[config.mk]
export PLATFORM = sky130hd
export DESIGN_NAME = ldtu_tx_scheduler
export DESIGN_NICKNAME = d
export VERILOG_FILES = /design/src/rtl/ldtu_tx_pkg.sv /design/src/rtl/ldtu_slot_timer.sv /design/src/rtl/ldtu_tx_scheduler.sv
export SDC_FILE = /design/constraint.sdc
export NUM_CORES = 1
export LEC_CHECK = 0
export ABC_CLOCK_PERIOD_IN_PS = 1500
export CORE_ASPECT_RATIO = 1.5
export CORE_MARGIN = 2
export CORE_UTILIZATION = 33
export DETAILED_ROUTE_END_ITERATION = 7
export GPL_TIMING_DRIVEN = 0
export PLACE_DENSITY = 0.83
export SKIP_LAST_GASP = 1
export SLEW_MARGIN = 20
export SYNTH_ARGS = -nofsm -noshare
export SYNTH_HDL_FRONTEND = slang
export SYNTH_SLANG_ARGS = --single-unit
[constraint.sdc]
create_clock -name CLK -period 1.5 [get_ports CLK]
set_input_delay 0.3 -clock CLK [delete_from_list [all_inputs] [get_ports CLK]]
set_output_delay 0.3 -clock CLK [all_outputs]
set_load 0.005 [all_outputs]
[src/rtl/ldtu_tx_pkg.sv]
// ldtu_tx_pkg: shared types and constants for the LDTU output-word scheduler.
package ldtu_tx_pkg;
    localparam int WORD_W = 32;
    localparam logic [WORD_W-1:0] SYNC_WORD_DEF = 32'hEAAA_AAAA;
    localparam logic [WORD_W-1:0] IDLE_WORD_DEF = 32'hE000_0000;
    typedef enum logic [2:0] {
        ST_SYNC = 3'd0,
        ST_DATA = 3'd1,
        ST_CAL  = 3'd2,
        ST_TEST = 3'd3
    } tx_state_e;
endpackage

[src/rtl/ldtu_slot_timer.sv]
// ldtu_slot_timer: divides the clock into WORD_CYCLES-long slots; flags the last cycle
// of each slot (boundary) and strobes the first cycle of the next one.
module ldtu_slot_timer #(
    parameter int WORD_CYCLES = 4
) (
    input  logic clk,
    input  logic rst_n,
    output logic boundary,
    output logic strobe
);
    localparam int CW = $clog2(WORD_CYCLES);
    localparam logic [CW-1:0] LAST = CW'(WORD_CYCLES - 1);
    logic [CW-1:0] slot_cnt;
    assign boundary = slot_cnt == LAST;
    always_ff @(posedge clk or negedge rst_n) begin
        if (!rst_n) begin
            slot_cnt <= '0;
            strobe   <= 1'b0;
        end else begin
            slot_cnt <= boundary ? '0 : slot_cnt + 1'b1;
            strobe   <= boundary;
        end
    end
endmodule

[src/rtl/ldtu_tx_scheduler.sv]
// ldtu_tx_scheduler: picks SYNC/DATA/IDLE/TEST word per slot, pops the FIFO, tracks lock.
// LDTU_IDLE_SEQ_EN: when defined, IDLE words carry an 8-bit sequence count in [7:0].
module ldtu_tx_scheduler
    import ldtu_tx_pkg::*;
#(
    parameter int                WORD_CYCLES = 4,
    parameter int                HS_LOCK     = 3,
    parameter logic [WORD_W-1:0] SYNC_WORD   = SYNC_WORD_DEF,
    parameter logic [WORD_W-1:0] IDLE_WORD   = IDLE_WORD_DEF
) (
    input  logic              CLK,
    input  logic              RST_N,
    input  logic              HANDSHAKE,
    input  logic              CALIBRATION_BUSY,
    input  logic              TEST_ENABLE,
    input  logic              FIFO_EMPTY,
    input  logic [WORD_W-1:0] FIFO_DATA,
    input  logic [WORD_W-1:0] ATU_WORD,
    output logic              FIFO_RD,
    output logic [WORD_W-1:0] TX_WORD,
    output logic              TX_STROBE,
    output logic [2:0]        STATE,
    output logic              SYNC_LOCKED
);
    localparam int LW = $clog2(HS_LOCK + 1);
    localparam logic [LW-1:0] LOCK_MAX = LW'(HS_LOCK);
    logic boundary;
    logic [LW-1:0] lock_cnt, lock_nxt;
    logic locked_nxt;
    tx_state_e state, state_nxt;
    logic [WORD_W-1:0] idle_word, word_nxt;

    ldtu_slot_timer #(.WORD_CYCLES(WORD_CYCLES)) u_timer (
        .clk      (CLK),
        .rst_n    (RST_N),
        .boundary (boundary),
        .strobe   (TX_STROBE)
    );

    // lock is evaluated first so the state choice sees this boundary's lock
    assign lock_nxt   = !HANDSHAKE ? '0 : (lock_cnt == LOCK_MAX) ? LOCK_MAX : lock_cnt + 1'b1;
    assign locked_nxt = lock_nxt == LOCK_MAX;

    always_comb begin
        state_nxt = CALIBRATION_BUSY ? ST_CAL : TEST_ENABLE ? ST_TEST : locked_nxt ? ST_DATA : ST_SYNC;
        word_nxt  = (state_nxt == ST_SYNC) ? SYNC_WORD :
                    (state_nxt == ST_TEST) ? ATU_WORD :
                    (state_nxt == ST_DATA && !FIFO_EMPTY) ? FIFO_DATA : idle_word;
    end

    assign FIFO_RD = boundary && state_nxt == ST_DATA && !FIFO_EMPTY;
    assign STATE   = state;

`ifdef LDTU_IDLE_SEQ_EN
    logic [7:0] seq;
    logic       launch_idle;
    assign launch_idle = state_nxt == ST_CAL || (state_nxt == ST_DATA && FIFO_EMPTY);
    assign idle_word   = IDLE_WORD | {{(WORD_W-8){1'b0}}, seq};
    always_ff @(posedge CLK or negedge RST_N) begin
        if (!RST_N)
            seq <= '0;
        else if (boundary && launch_idle)
            seq <= seq + 1'b1;
    end
`else
    assign idle_word = IDLE_WORD;
`endif

    always_ff @(posedge CLK or negedge RST_N) begin
        if (!RST_N) begin
            state       <= ST_SYNC;
            TX_WORD     <= SYNC_WORD;
            lock_cnt    <= '0;
            SYNC_LOCKED <= 1'b0;
        end else if (boundary) begin
            state       <= state_nxt;
            TX_WORD     <= word_nxt;
            lock_cnt    <= lock_nxt;
            SYNC_LOCKED <= locked_nxt;
        end
    end
endmodule

* After elaboration in Yosys (flattened, before gate mapping)
Cells that the tools add are included.
Word-level totals: word-level logic and storage cells 27, register bits 41
Operators by class: $add $sub $neg 2, reductions and logical operators 5, equal/unequal tests 5, muxes and demuxes 9
Operators by type and width (count):
- $mux 32 | 3
- $mux 2 | 5
- $eq 2x2->1 const B | 4
- $add 2x1->2 const B | 2
- $logic_and 1x1->1 | 3
- $logic_not 3->1 | 1
- $eq 2x1->1 const B | 1
- $logic_not 1->1 | 1
- $mux 1 | 1

* Depth between registers and ports, before layout
depth after elaboration 12, depth in mapped cells 6

* Hierarchy
Synthesis repeated with hierarchy kept, for this count alone.
Second synthesis, totals: cells, all modules 174, area, all modules 1826.8 um^2
Modules (own cells, without submodules):
- ldtu_tx_scheduler | sequential area each 947.2 um^2, instances 1, cells an instance 169, area each 1735.4 um^2
- ldtu_slot_timer | sequential area each 75.1 um^2, instances 1, cells an instance 5, area each 91.3 um^2

* Least setup slack after synthesis
No wires, ideal clock.
path type flip-flop to flip-flop, start register u_timer.slot_cnt[0], end register state[0], in the netlist STATE[0], arrival time 1373 ps, stages on the path, launching flop included 7, path slack 9 ps, period minus slack after synthesis 1491 ps, cells stage by stage dfrtp_1 -> ha_1 -> inv_1 -> buf_2 -> buf_1 -> nor3_1 -> a21o_1
On the way: word-level cells in the longest chain between the ends 1
Ends and longest elaborated chain:
- start, declared | line ldtu_slot_timer.sv:13 | logic [CW-1:0] slot_cnt;
- start signal, assigned | line ldtu_slot_timer.sv:20 | slot_cnt <= boundary ? '0 : slot_cnt + 1'b1;
- $eq 2x2->1 | line ldtu_slot_timer.sv:14 | assign boundary = slot_cnt == LAST;
- net boundary | line ldtu_tx_scheduler.sv:27 | logic boundary;
- end signal, assigned | line ldtu_tx_scheduler.sv:76 | state <= state_nxt;
- end, declared | line ldtu_tx_scheduler.sv:30 | tx_state_e state, state_nxt;
The timed path passes the listed nets, and every way through them passes these cells. A chain may end at the register's enable or synchronous reset.

* Worst setup path after layout
start register lock_cnt[1], end output port FIFO_RD
On the way: word-level cells in the longest chain between the ends 10, elaborated cells on any way between the ends 11, those cells by class add/sub: 1; eq/ne: 3; mux: 5; reduce/logical: 2
Ends and longest elaborated chain:
- start, declared | line ldtu_tx_scheduler.sv:28 | logic [LW-1:0] lock_cnt, lock_nxt;
- start signal, assigned | line ldtu_tx_scheduler.sv:78 | lock_cnt <= lock_nxt;
- $add 2x1->2 or $eq 2x2->1 (tied branches) | line ldtu_tx_scheduler.sv:41 | assign lock_nxt = !HANDSHAKE ? '0 : (lock_cnt == LOCK_MAX) ? LOCK_MAX : lock_cnt + 1'b1;
- $mux 2 (*) (2 in a row) | line ldtu_tx_scheduler.sv:41
- $eq 2x2->1 (*) | line ldtu_tx_scheduler.sv:42 | assign locked_nxt = lock_nxt == LOCK_MAX;
- $mux 1 (*) | line ldtu_tx_scheduler.sv:45 | state_nxt = CALIBRATION_BUSY ? ST_CAL : TEST_ENABLE ? ST_TEST : locked_nxt ? ST_DATA : ST_SYNC;
- $mux 2 (*) (2 in a row) | line ldtu_tx_scheduler.sv:45
- $eq 2x1->1 (*) | line ldtu_tx_scheduler.sv:51 | assign FIFO_RD = boundary && state_nxt == ST_DATA && !FIFO_EMPTY;
- $logic_and 1x1->1 (*) (2 in a row) | line ldtu_tx_scheduler.sv:51
- end, declared | line ldtu_tx_scheduler.sv:19 | output logic FIFO_RD,
Every way passes the cells marked *; elsewhere a longest branch is shown, timed or not.

==> summary.md <==
- **kind of path behind the tightest hold check** input pin to register
- **library cell used as clock root buffer** sky130_fd_sc_hd__clkbuf_8
- **first element of the critical path** lock_cnt[1]
- **clock period minus final worst setup slack** 1.464 ns
- **average wire length per cell after detail routing** 15.73 um
- **maximum frequency from static timing analysis** 683.1 MHz
- **Layout Skew** 0.003385 ns
- **proportion of netlist area held by the largest area contributor** 32.26%
- **delay contributed by the slowest stage of the critical path** 0.36 ns
- **critical path data required time** 1.20 ns
- **share of synthesized registers carrying an async set or reset** 100.0%
- **instance count after placement with tap cells included** 332
- **Std-Cell Core Area** 5165 um2
- **Hold Violations, Final** 0
- **critical setup path kind** register to output pin
- **DIE HEIGHT** 94.06 um
- **net count of the finished layout** 348
- **Yosys warning total** 0
- **Global Route Usage Sum** 18.44%
- **number of storage elements in the synthesis netlist** 40
- **type of origin of the critical path** register
- **top cell type by total area after synthesis** sky130_fd_sc_hd__dfrtp_1
- **Vias** 1732
- **Initial Utilization** 34.54%
- **DRT Pass-1 Iters** 4
- **port bufs** 106
- **critical path capture point** FIFO_RD
- **critical register-to-register path startpoint** u_timer.slot_cnt[0]
- **routability congestion estimate from global placement** 0.7029
- **sequential-to-total area share from yosys stat** 57.29%
- **RSZ-0062 raised after global routing** true
- **Overflow after GRT** 0
- **reg2reg end** TX_WORD[10]
- **post-route antenna net violation count** 0
- **R2R Setup Slk** 0.06 ns
- **Diodes inserted** 0
- **most area-consuming cells after synthesis** sky130_fd_sc_hd__dfrtp_1 (32%), sky130_fd_sc_hd__dfstp_2 (25%), sky130_fd_sc_hd__a221o_1 (8.4%), sky130_fd_sc_hd__a32oi_1 (6.9%), sky130_fd_sc_hd__a21oi_1 (5.3%)
- **CTS H-Tree Depth** 2
- **EDFF count, synth** 0
- **count of standard-cell rows** 32
- **Critical Path, Cell by Cell** and4bb_4 > nand3_4 > clkinv_4 > clkbuf_2
- **worst-skew pair later-pin latency** 0.28 ns
- **highest ir drop seen on vdd** 588.9 uV
- **distinct cell type count after synthesis** 26
- **crit path max fanout** 2
- **die boundary width** 64.04 um
- **first-pass GRT wire length** 8694 um
- **status** finished, final reports clean
- **post-DR vias/cell** 5.006
- **drt drc** 0
- **sum of negative setup slack** 0 ns
- **Syn Nets** 228
- **final wirelength** 5442 um
- **power density over cell area** 758.6 nW/um2
- **Finish-stage setup viols** 0
- **endpoint type of the worst setup path** output pin
- **Final Max Slew Viols** 0
- **CP Data Arrival Time** 1.16 ns
- **clock-pin slew reported for the worst setup and hold paths after clock tree synthesis** 0.07 ns
- **Static Leak** 1.389 nW
- **number of sinks on the clock net** 40
- **layout cells sized above 1** 20.14%
- **CTS buffer count** 5
- **Max-Cap Viols** 0
- **synthesized netlist cell count** 157
- **signed area change from the synthesized netlist to the final layout** 73.91%
- **buffer depth of the longest clock path** 2
- **number of DRC markers in iteration 0** 89
- **Most used DFF post-synth** sky130_fd_sc_hd__dfrtp_1
- **non-filler cells in the finished layout** 346
- **average size of a mapped cell** 11.36 um2
- **post-DP HPWL** 4077 um
- **total die area** 6023 um2
- **Cell Area, Synth** 1784 um2
- **largest net degree at the start of global routing** 29
- **clock tree from TritonCTS** done
- **Max stage delay cell, worst path** sky130_fd_sc_hd__dfrtp_1
- **logic depth of the worst register-to-register path** 6
- **post-route fraction of the period consumed by the critical path** 97.60%
- **antenna violations before repair** 0
- **vias in the first global route** 1839
- **IO Pins** 108
-- cell type report --
class / count / area [um2]
timing repair buffer: 115 / 1117
buffer: 12 / 67.56
tap: 68 / 85.08
sequential: 40 / 1022
inverter: 5 / 23.77
multi-input combinational: 98 / 694.4
fill: 449 / 2062
clock inverter: 2 / 10.01
clock buffer: 6 / 82.58
-- power by group --
group	internal [mW]	switching [mW]
combinational	0.285	0.142
sequential	1.17	0.0329
clock	0.367	0.359
total	1.82	0.535
-- registers in the layout (all words and copies together), names as in the netlist --
| signal | count |
|---|---|
| TX_WORD | 32 |
| STATE | 2 |
| lock_cnt | 2 |
| u_timer.slot_cnt | 2 |
| SYNC_LOCKED | 1 |
| u_timer.strobe | 1 |
-- worst min path at each step --
stage                         from  slack, ns  depth (start not counted)             endpoint
6_report          CALIBRATION_BUSY       0.39                          3             STATE[0]
5_1_grt           CALIBRATION_BUSY       0.41                          3             STATE[0]
4_1_cts                      RST_N       0.44                          2           TX_WORD[0]
3_5_place_dp                 RST_N       0.21                          1           TX_WORD[0]
3_3_place_gp   u_timer.slot_cnt[0]       0.41                          1  u_timer.slot_cnt[0]
2_1_floorplan                RST_N      0.004                          0             STATE[0]
-- per-stage QoR --
step	hold slack (ns)	instance area, um2	power (mW)	util [%]	setup slack, ns
finish	0.3887	3103	2.354	60.08	0.03604
floorplan	0.004409	1784	1.317	-	0.008571
global placement	0.4143	2930	1.656	56.73	-0.9677
CTS	0.4403	3090	2.388	59.84	-0.1194
global route	0.4061	3103	2.474	60.08	-0.02056
detailed placement	0.2126	2945	1.672	57.03	-0.9845
-- cell families after synthesis --
| group | count (synthesis) | synth area share [%] |
|---|---|---|
| other | 1 | 0.2102 |
| AO/OA/AOI/OAI | 55 | 23.91 |
| adder cells (fa/ha/maj) | 1 | 0.7012 |
| flip-flops | 40 | 57.29 |
| AND/OR/NAND/NOR | 41 | 12.62 |
| buffers and inverters | 19 | 5.259 |
-- worst max-delay path: cells and delay by family, from the launching register on --
kind / cells / cell delay (ns)
buf+inv: 2 / 0.17
flops: 1 / 0.36
simple gates: 2 / 0.35
-- metal layers --
layer / global-route usage, % / part of all wire (%) / vias to the layer above
met5: 0 / 0 / -
met4: 4.891 / 1.4 / 0
met3: 3.597 / 5.7 / 8
met2: 34.46 / 54 / 73
met1: 21.00 / 39 / 812
li1: - / - / 839
-- Yosys cell counts (all sizes together) (2+ instances only) --
cell type  count
a221o         15
buf           11
o221a          3
and3          15
inv            5
dfrtp         23
nor2          17
a32oi         14
clkbuf         3
nand2          2
nand3b         3
a21oi         19
o21ai          2
dfstp         17
-- cell usage in the layout (no fill, tap or decap), types with 6 or more instances in the layout --
cell	netlist	final
sky130_fd_sc_hd__a21oi_1	19	18
sky130_fd_sc_hd__a221o_1	15	15
sky130_fd_sc_hd__a32oi_1	14	14
sky130_fd_sc_hd__and3_1	15	15
sky130_fd_sc_hd__buf_2	6	7
sky130_fd_sc_hd__buf_4	2	9
sky130_fd_sc_hd__clkbuf_8	0	6
sky130_fd_sc_hd__clkdlybuf4s50_1	0	82
sky130_fd_sc_hd__dfrtp_1	23	23
sky130_fd_sc_hd__dfstp_2	17	17
sky130_fd_sc_hd__dlygate4sd2_1	0	19
sky130_fd_sc_hd__nor2_1	17	17
-- timing repair --
item	in CTS	in global routing
resized for setup	30	14
hold buffers	1	0
endpoints found under the hold margin	5	0
endpoints found under the setup margin	50	26
pin swaps	2	2
setup buffers	7	0
Note: power is estimated with default switching activity, not from simulation.
